**src/rtl/micro_seq.sv**
```systemverilog
// micro_seq: microprogram sequencer for the CPU control unit.
// It holds the control address register (CAR) and a return-address stack.
// Each cycle it picks the next control address from the branch field,
// the address field, the opcode map address and the selected condition.
// All outputs come straight from registers.
module micro_seq #(
  parameter int AW         = 7,
  parameter int SD         = 4,
  parameter int RESET_ADDR = 0
) (
  input  logic                     i_clk,
  input  logic                     i_rst_n,
  input  logic                     i_start,
  input  logic                     i_hold,
  input  logic                     i_cond,
  input  logic [1:0]               i_br,
  input  logic [AW-1:0]            i_ad,
  input  logic [AW-1:0]            i_map,
  input  logic                     i_halt,
  output logic [AW-1:0]            o_car,
  output logic                     o_busy,
  output logic [$clog2(SD+1)-1:0]  o_sp,
  output logic                     o_err
);

  localparam int SPW = $clog2(SD+1);
  // The array is sized to the full index range so the SPW-bit pointer
  // addresses it exactly; only the first SD entries are ever written.
  localparam int STK_N = 1 << SPW;
  localparam logic [AW-1:0]  C_RST_ADDR = AW'(RESET_ADDR);
  localparam logic [SPW-1:0] C_SP_FULL  = SPW'(SD);
  localparam logic [SPW-1:0] C_SP_ZERO  = {SPW{1'b0}};

  localparam logic [1:0] BR_JMP  = 2'b00;
  localparam logic [1:0] BR_CALL = 2'b01;
  localparam logic [1:0] BR_RET  = 2'b10;
  localparam logic [1:0] BR_MAP  = 2'b11;

  typedef enum logic [1:0] {
    S_IDLE  = 2'b00,
    S_RUN   = 2'b01,
    S_FAULT = 2'b10
  } state_t;

  state_t          r_state;
  logic [AW-1:0]   r_car;
  logic [SPW-1:0]  r_sp;
  logic            r_err;
  logic            r_busy;
  logic [AW-1:0]   r_stack [0:STK_N-1];

  state_t          w_state_nxt;
  logic [AW-1:0]   w_car_nxt;
  logic [SPW-1:0]  w_sp_nxt;
  logic            w_err_nxt;
  logic            w_push;
  logic [AW-1:0]   w_car_inc;
  logic [SPW-1:0]  w_sp_inc;
  logic [SPW-1:0]  w_sp_dec;
  logic [AW-1:0]   w_top;

  // Increment wraps naturally at the address width.
  assign w_car_inc = r_car + AW'(1);
  assign w_sp_inc  = r_sp + SPW'(1);
  assign w_sp_dec  = r_sp - SPW'(1);
  assign w_top     = r_stack[w_sp_dec];

  // Next-state, next-address and stack-pointer selection.
  always_comb begin
    w_state_nxt = r_state;
    w_car_nxt   = r_car;
    w_sp_nxt    = r_sp;
    w_err_nxt   = r_err;
    w_push      = 1'b0;
    case (r_state)
      S_IDLE: begin
        w_car_nxt = C_RST_ADDR;
        w_sp_nxt  = C_SP_ZERO;
        w_err_nxt = 1'b0;
        if (i_start) begin
          w_state_nxt = S_RUN;
        end else begin
          w_state_nxt = S_IDLE;
        end
      end
      S_RUN: begin
        if (i_hold) begin
          // Stall: everything keeps its value.
          w_state_nxt = S_RUN;
        end else if (i_halt) begin
          w_state_nxt = S_IDLE;
          w_car_nxt   = C_RST_ADDR;
          w_sp_nxt    = C_SP_ZERO;
        end else begin
          case (i_br)
            BR_JMP: begin
              if (i_cond) begin
                w_car_nxt = i_ad;
              end else begin
                w_car_nxt = w_car_inc;
              end
            end
            BR_CALL: begin
              if (!i_cond) begin
                w_car_nxt = w_car_inc;
              end else if (r_sp == C_SP_FULL) begin
                // Overflow: freeze CAR and stack at the offending CALL.
                w_state_nxt = S_FAULT;
                w_err_nxt   = 1'b1;
              end else begin
                w_push    = 1'b1;
                w_sp_nxt  = w_sp_inc;
                w_car_nxt = i_ad;
              end
            end
            BR_RET: begin
              if (r_sp == C_SP_ZERO) begin
                w_state_nxt = S_FAULT;
                w_err_nxt   = 1'b1;
              end else begin
                w_sp_nxt  = w_sp_dec;
                w_car_nxt = w_top;
              end
            end
            BR_MAP: begin
              w_car_nxt = i_map;
            end
            default: begin
              w_car_nxt = r_car;
            end
          endcase
        end
      end
      S_FAULT: begin
        if (i_start) begin
          w_state_nxt = S_RUN;
          w_car_nxt   = C_RST_ADDR;
          w_sp_nxt    = C_SP_ZERO;
          w_err_nxt   = 1'b0;
        end else begin
          w_state_nxt = S_FAULT;
        end
      end
      default: begin
        w_state_nxt = S_IDLE;
        w_car_nxt   = C_RST_ADDR;
        w_sp_nxt    = C_SP_ZERO;
        w_err_nxt   = 1'b0;
      end
    endcase
  end

  // State, CAR, stack pointer, error and busy registers.
  always_ff @(posedge i_clk or negedge i_rst_n) begin
    if (!i_rst_n) begin
      r_state <= S_IDLE;
      r_car   <= C_RST_ADDR;
      r_sp    <= C_SP_ZERO;
      r_err   <= 1'b0;
      r_busy  <= 1'b0;
    end else begin
      r_state <= w_state_nxt;
      r_car   <= w_car_nxt;
      r_sp    <= w_sp_nxt;
      r_err   <= w_err_nxt;
      r_busy  <= (w_state_nxt == S_RUN);
    end
  end

  // Return-address stack storage; contents above sp are don't-care.
  always_ff @(posedge i_clk) begin
    if (w_push) begin
      r_stack[r_sp] <= w_car_inc;
    end
  end

  assign o_car  = r_car;
  assign o_sp   = r_sp;
  assign o_err  = r_err;
  assign o_busy = r_busy;

endmodule

```
**config.mk**
```make
export PLATFORM = sky130hd
export DESIGN_NAME = micro_seq
export DESIGN_NICKNAME = d
export VERILOG_FILES = /design/src/rtl/micro_seq.sv
export SDC_FILE = /design/constraint.sdc
export NUM_CORES = 1
export LEC_CHECK = 0
export ABC_AREA = 1
export BUFFER_PORTS_ARGS = -buffer_cell sky130_fd_sc_hd__buf_4
export CAP_MARGIN = 20
export CELL_PAD_IN_SITES_DETAIL_PLACEMENT = 1
export CELL_PAD_IN_SITES_GLOBAL_PLACEMENT = 2
export CORE_MARGIN = 10
export CORE_UTILIZATION = 33
export DETAILED_ROUTE_END_ITERATION = 16
export GPL_ROUTABILITY_DRIVEN = 0
export PLACE_DENSITY_LB_ADDON = 0.05
export SKIP_CTS_REPAIR_TIMING = 1
export SYNTH_ARGS = -nofsm -noshare
export SYNTH_HDL_FRONTEND = slang
export SYNTH_SLANG_ARGS = --single-unit
```
**constraint.sdc**
```tcl
create_clock -name i_clk -period 2.2 [get_ports i_clk]
set_input_delay 0.22 -clock i_clk [delete_from_list [all_inputs] [get_ports i_clk]]
set_output_delay 0.22 -clock i_clk [all_outputs]
set_load 0.05 [all_outputs]
```
==> results of run 1 <==
[cell families after synthesis]
group                    count (synthesis)
buffers and inverters                   62
AO/OA/AOI/OAI                           41
XOR/XNOR                                 1
flip-flops                              70
AND/OR/NAND/NOR                        216
adder cells (fa/ha/maj)                  7
[layout by cell type, fill, tap and decap left out, drive strengths merged]
cell type,instances
a21boi,1
a21oi,10
a22oi,2
a31oi,1
buf,50
bufinv,2
clkbuf,11
clkinv,2
dfrtp,14
dlygate4sd3,1
edfxtp,56
ha,7
inv,50
nand2,125
nand3,33
nand3b,2
nand4,5
nor2,42
nor3,9
o211ai,2
o21ai,25
xnor2,1
[worst max-delay path: cells and delay by family (launching register included)]
family	cells	cell delay, ps
AND/OR/NAND/NOR	5	760
flip-flops	1	370
adder cells (fa/ha/maj)	1	210
buffers and inverters	2	240
[through the flow]
| stage | instance area, um^2 | worst slack, ps | total power [mW] | hold slack (ps) |
|---|---|---|---|---|
| 3_3_place_gp | 4100 | 257 | 4.12 | 94.8 |
| 3_5_place_dp | 4100 | 232 | 4.13 | 90.7 |
| 4_1_cts | 4310 | 311 | 5.28 | -290 |
| 6_report | 4320 | 351 | 5.22 | 199 |
| 2_1_floorplan | 3630 | -3.50 | 3.32 | -75.6 |
| 5_1_grt | 4320 | 196 | 5.58 | 200 |
[metal layers]
| layer | up-vias | track usage, % |
|---|---|---|
| li1 | 1398 | - |
| met1 | 1392 | 17.7 |
| met2 | 44 | 22.6 |
| met3 | 7 | 2.98 |
| met4 | 0 | 4.80 |
| met5 | - | 0 |
[cell type report]
| cell class | count | area share [%] |
|---|---|---|
| Tap cell | 140 | 4.05 |
| Inverter | 49 | 4.32 |
| Clock buffer | 11 | 3.04 |
| Clock inverter | 5 | 1.91 |
| Timing Repair Buffer | 51 | 8.92 |
| Multi-Input combinational cell | 265 | 30.7 |
| Sequential cell | 70 | 47.1 |
[power by group through the flow]
stage / clock (mW) / combinational, mW / sequential (mW)
floorplan: 0 / 1.31 / 2.01
global placement: 0 / 2.38 / 1.75
detailed placement: 0 / 2.38 / 1.75
CTS: 1.17 / 2.38 / 1.72
global route: 1.24 / 2.61 / 1.74
finish: 1.15 / 2.35 / 1.72
[worst max path at each step]
stage | startpoint | to | slack [ps] | cells after the start
2_1_floorplan | o_sp[1]$_DFFE_PN0P_ | r_stack[0][0]$_DFFE_PP_ | -3 | 7
3_3_place_gp | i_br[1] | r_stack[7][0]$_DFFE_PP_ | 260 | 8
3_5_place_dp | i_br[1] | r_stack[1][1]$_DFFE_PP_ | 230 | 8
4_1_cts | o_sp[0]$_DFFE_PN0P_ | r_stack[1][1]$_DFFE_PP_ | 310 | 8
5_1_grt | o_sp[0]$_DFFE_PN0P_ | r_stack[1][2]$_DFFE_PP_ | 200 | 8
6_report | o_sp[0]$_DFFE_PN0P_ | r_stack[0][4]$_DFFE_PP_ | 350 | 8
[registers in the layout, indices dropped and copies added, names as in the netlist]
name,flops
r_stack,56
o_err,1
r_state,2
o_busy,1
o_sp,3
o_car,7
==> flow_metrics.tcl, run 1 <==
set metrics [dict create \
    cts_sinks 70 \
    grt_max_degree 33 \
    fill_cells 1324 \
    criticalPathCategory "flop to flop" \
    switching_share_pct 43.7 \
    layout.cells.non_filler 591 \
    combPwrFrac_pct 45.0 \
    outcome "complete, no violations" \
    hold_class "input port to flop" \
    async_flop_share_pct 20.0 \
    max_slew_margin_pct 66.3 \
    tightest_slew_ps 505 \
    clock_latency_ps 340 \
    min_path_cells 4 \
    ir_drop_mv 0.756 \
    path_cells "inv_2 -> ha_1 -> nand2_1 -> nand2_1 -> nor3_2 -> nand2_1 -> nor3_2 -> buf_4" \
    synth_compound_area_share_pct 6.59 \
    grt_pass1_vias 3047 \
    cts_tree "built" \
    synth_seq_cells 70 \
    worst_setup_path_start_kind "flop" \
    synth-edff-count 56 \
    via_per_inst 4.81 \
    wl_met3_um 377 \
    die_y_um 124 \
    max_cap_viol_count 0 \
    drv_slew 0 \
    rsz0062_at_grt "false" \
    syn2layout_area_growth_pct 20.5 \
    post-synth-top-count-cell "nand2_1" \
    synth_seq_area_share_pct 56.7 \
    r2r_start "o_sp[0]$_DFFE_PN0P_" \
    clkTransAtPathRegs_ps 70 \
    hp-start "i_hold" \
    dominantRegCellSynth "edfxtp_1" \
    ctsHtreeMaxLevel 3 \
    dp_hpwl_mm 7.91 \
    netlist_top_cells_area "edfxtp_1, nand2_1, dfrtp_1" \
    avgSynthCellArea_um2 9.03 \
    cts_buffers 9 \
    arrival_ps 1900 \
    ant_nets 0 \
    period_share_pct 84.1 \
    synthXorXnorAreaFrac_pct 0.244 \
    synth_top_area_share_pct 46.9 \
    switchingPower_mw 2.28 \
    setup_viol 0 \
    drtIter0Drc 138 \
    power.internal_mw 2.94 \
    boundaryPins 34 \
    multi_input_area_um2 1330 \
    clk_path_buf_depth 2 \
    period_needed_ps 1850 \
    synthesis.area_um2 3590 \
    dp.cells 574 \
    antenna_found_initial 0 \
    synth_fp_nets 426 \
    dr.pass1.iters 5 \
    vias 2841 \
    root_buffer "clkbuf_8" \
    cp.required_ps 2250 \
    layout-drive-gt1-share_pct 20.6 \
    grt_overflow 0 \
    r2r_slack_ps 350 \
    portBuffers 33 \
    pwr-share-seq_pct 33.0 \
    met2_wirelength_mm 5.24 \
    die_w_um 124 \
    antenna_cells 0 \
    max_stage_delay_ps 370 \
    yosys.area_share.simple_pct 26.6 \
    min_to "r_state[1]$_DFF_PN0_" \
    finalHoldViolations 0 \
    seqCellArea_um2 2030 \
    clockPowerShare_pct 22.0 \
    utilization_pct 40.2 \
    die_area_um2 15400 \
    critPathCaptureType "flop" \
    synthCells 397 \
    drc 0 \
    r2r_cells 8 \
    highest_layer "met4" \
    grt_usage_pct 13.9 \
    crit_fanout 7 \
    grt_pass1_wl_mm 17.0 \
    fp-row-count 38 \
    fin_worst_skew_ps 6.14 \
    core-area_um2 10700 \
    max_freq_ghz 0.541 \
    synth_top_area_cell "edfxtp_1" \
    fin_setup_tns_ps 0 \
    synth_fa_ha_area_share_pct 2.44 \
    crit_top_cell "nand2_1" \
    p_leak_nw 1.91 \
    drt-met1-wl_mm 4.93 \
    synth_top_family_by_area "simple AND/OR/NAND/NOR gates" \
    cp_slowest_cell "dfrtp_2" \
    r2r_end "r_stack[0][4]$_DFFE_PP_" \
    start_util_pct 33.4 \
    power_density_nw_per_um2 1210 \
    drt-total-wl_mm 10.7 \
    synthDistinctLibCells 31 \
    layout.nets 475 \
    muxShareOfSynthArea_pct 0 \
    synth_warnings 0 \
    yosys-top-cells-count "nand2_1, edfxtp_1, inv_1, nor2_1, nand3_1" \
    post_drt_wl_per_cell_um 18.1 \
]
Power figures use the tool's default switching activity.
==> run 2: changes to the inputs <==
ABC_AREA = 0   (was 1)
CORE_UTILIZATION = 37   (was 33)
clock period = 1.5 ns   (was 2.2 ns; I/O delays follow)
==> run 2 against run 1 <==
Against the previous run:
- the run now ends with negative setup slack left
- critical path depth stayed put
- synthesized cell count is 43% lower
- power is 37% higher
- die area is 16% lower
- largest power group unchanged
==> flow_metrics.tcl, run 2 <==
set metrics [dict create \
    drtIter0Drc 111 \
    core-area_um2 8640 \
    largest-register "r_stack" \
    die_w_um 114 \
    avgSynthCellArea_um2 14.4 \
    final_area_um2 4560 \
    violations "negative setup slack" \
    crit_fanout 3 \
    ir_drop_mv 0.790 \
    cp_slowest_cell "dfrtp_2" \
    power_density_nw_per_um2 1570 \
    drv_slew 0 \
    synth_top_family_by_area "multiplexers" \
    grt_overflow 0 \
    antenna_cells 0 \
    synthesis.area_um2 3260 \
    p_leak_nw 1.75 \
    synth_fa_ha_area_share_pct 2.68 \
    synth_top_area_share_pct 51.5 \
    critPathCaptureType "flop" \
    path_cells "inv_2 -> ha_4 -> and2_4 -> buf_6 -> a32o_2 -> a211oi_4 -> mux2i_1 -> nor3_2" \
    async_flop_share_pct 20.0 \
    cts_buffers 9 \
    synth_seq_cells 70 \
    fin_worst_skew_ps 10.7 \
    antenna_found_initial 0 \
    ant_nets 0 \
    clock_latency_ps 350 \
    max_cap_viol_count 0 \
    max_slew_margin_pct 77.3 \
    synth_top_area_cell "edfxtp_1" \
    via_per_inst 5.11 \
    cp.required_ps 1750 \
    die_y_um 114 \
    critPathTopFamily "compound AO/OA/AOI/OAI gates" \
    synth_compound_area_share_pct 9.13 \
    portBuffers 33 \
    fp-row-count 34 \
    period_share_pct 124 \
    boundaryPins 34 \
    start_util_pct 37.8 \
    dp_hpwl_mm 6.30 \
    synthXorXnorAreaFrac_pct 1.34 \
    finalHoldViolations 0 \
    criticalPathCategory "flop to flop" \
    clk_path_buf_depth 2 \
    layout-drive-gt1-share_pct 53.0 \
    placedInstanceArea_um2 4150 \
    clkTransAtPathRegs_ps 90 \
    hold_class "input port to flop" \
    ctsHtreeMaxLevel 3 \
    layout.nets 354 \
    period_needed_ps 1870 \
    dr.pass1.iters 4 \
    final_cell_mix "buf_4, edfxtp_1, nand2_1" \
    vias 2236 \
    setup_viol 68 \
    dominantRegCellSynth "edfxtp_1" \
    largest_reg_flops 56 \
    setup_slack_ps -367 \
    post_drt_wl_per_cell_um 19.3 \
    yosys.area_share.simple_pct 10.2 \
    yosys-top-cells-count "edfxtp_1, nand2_1, nor2_1, dfrtp_1, mux4_2" \
    rsz0062_at_grt "true" \
    post-synth-top-count-cell "edfxtp_1" \
    cts_tree "built" \
    grt_usage_pct 13.1 \
    drt-total-wl_mm 8.44 \
    syn2layout_area_growth_pct 39.9 \
    worst_setup_path_start_kind "flop" \
    netlist_top_cells_area "edfxtp_1, dfrtp_1, mux4_2" \
    power.total_mw 7.17 \
    root_buffer "clkbuf_8" \
    cp_num_buf_inv 2 \
    grt_pass1_wl_mm 13.3 \
    arrival_ps 2110 \
    tightest_slew_ps 339 \
    final_common_cell "buf_4" \
    grt_max_degree 16 \
    max_freq_ghz 0.536 \
    synth_fp_nets 256 \
    die_area_um2 13000 \
    synthCells 227 \
    synth_warnings 0 \
    synth-edff-count 56 \
    synth_seq_area_share_pct 62.3 \
    synthDistinctLibCells 42 \
    drc 0 \
    cts_sinks 70 \
    outcome "complete, but fails checks" \
    grt_pass1_vias 2409 \
    max_stage_delay_ps 400 \
    muxShareOfSynthArea_pct 11.6 \
]
[run 2: cell count changes in the layout (fill, tap and decap cells not counted), moves of 6 or more]
cell / previous run / this run
a21oi_1: 9 / 2
a221oi_2: 0 / 6
buf_4: 50 / 83
buf_6: 0 / 6
inv_1: 42 / 5
mux4_2: 0 / 14
nand2_1: 122 / 17
nand3_1: 31 / 6
nor2_1: 38 / 10
nor3_2: 9 / 1
o21ai_0: 14 / 3
[run 2: stage by stage]
step	instances	hold slack [ps]	util [%]	TNS, ps	setup WS (ps)
finish	438	79.5	52.9	-20760	-367
global route	438	86.9	52.9	-26300	-443
floorplan	227	-146	-	-52590	-870
detailed placement	413	22.1	48.0	-24300	-424
CTS	429	-380	50.1	-26240	-437
global placement	413	24.1	48.0	-19980	-400
[run 2: cell families after synthesis]
group / after synthesis
compound gates: 41
xor+xnor: 5
fa+ha+maj: 7
buf+inv: 17
flops: 70
mux: 20
simple gates: 67
[run 2: worst paths after layout]
check / slack (ps) / depth (start not counted) / endpoint / start
worst max register to register: -370 / 8 / o_sp[2]$_DFFE_PN0P_ / o_sp[0]$_DFFE_PN0P_
worst min register to register: 520 / 2 / o_err$_DFFE_PN0P_ / o_err$_DFFE_PN0P_
worst max-delay path: -370 / 8 / o_sp[2]$_DFFE_PN0P_ / o_sp[0]$_DFFE_PN0P_
min in group asynchronous: 190 / 2 / o_err$_DFFE_PN0P_ / i_rst_n
worst min-delay path: 80 / 3 / o_car[5]$_DFFE_PN0P_ / i_map[5]
max in group asynchronous: 1100 / 2 / o_car[3]$_DFFE_PN0P_ / i_rst_n
[run 2: worst min-delay path, cell delays in order]
cell	delay [ps]
buf_4	90
a221oi_2	50
o21ai_1	100
[run 2: power by group]
part / leakage, nW / internal [mW] / switching [mW]
clock network: 0.0881 / 0.622 / 0.791
registers: 0.687 / 2.33 / 0.0845
logic: 0.970 / 1.64 / 1.70
total: 1.75 / 4.59 / 2.57
[run 2: metal layers]
| metal | GRT usage (%) | vias up | routed length [um] |
|---|---|---|---|
| li1 | - | 1067 | - |
| met5 | 0 | - | 0 |
| met2 | 20.4 | 38 | 4000 |
| met4 | 5.51 | 0 | 141 |
| met3 | 3.41 | 12 | 399 |
| met1 | 17.0 | 1119 | 3900 |
[run 2: area by class of cell]
class	instances	area, um^2
well taps	108	135
fillers	876	4070
inverters	8	30.0
clock inverters	7	57.6
clock buffers	9	124
multi-input cells	140	1360
flip-flops and latches	70	2040
repair buffers	96	816
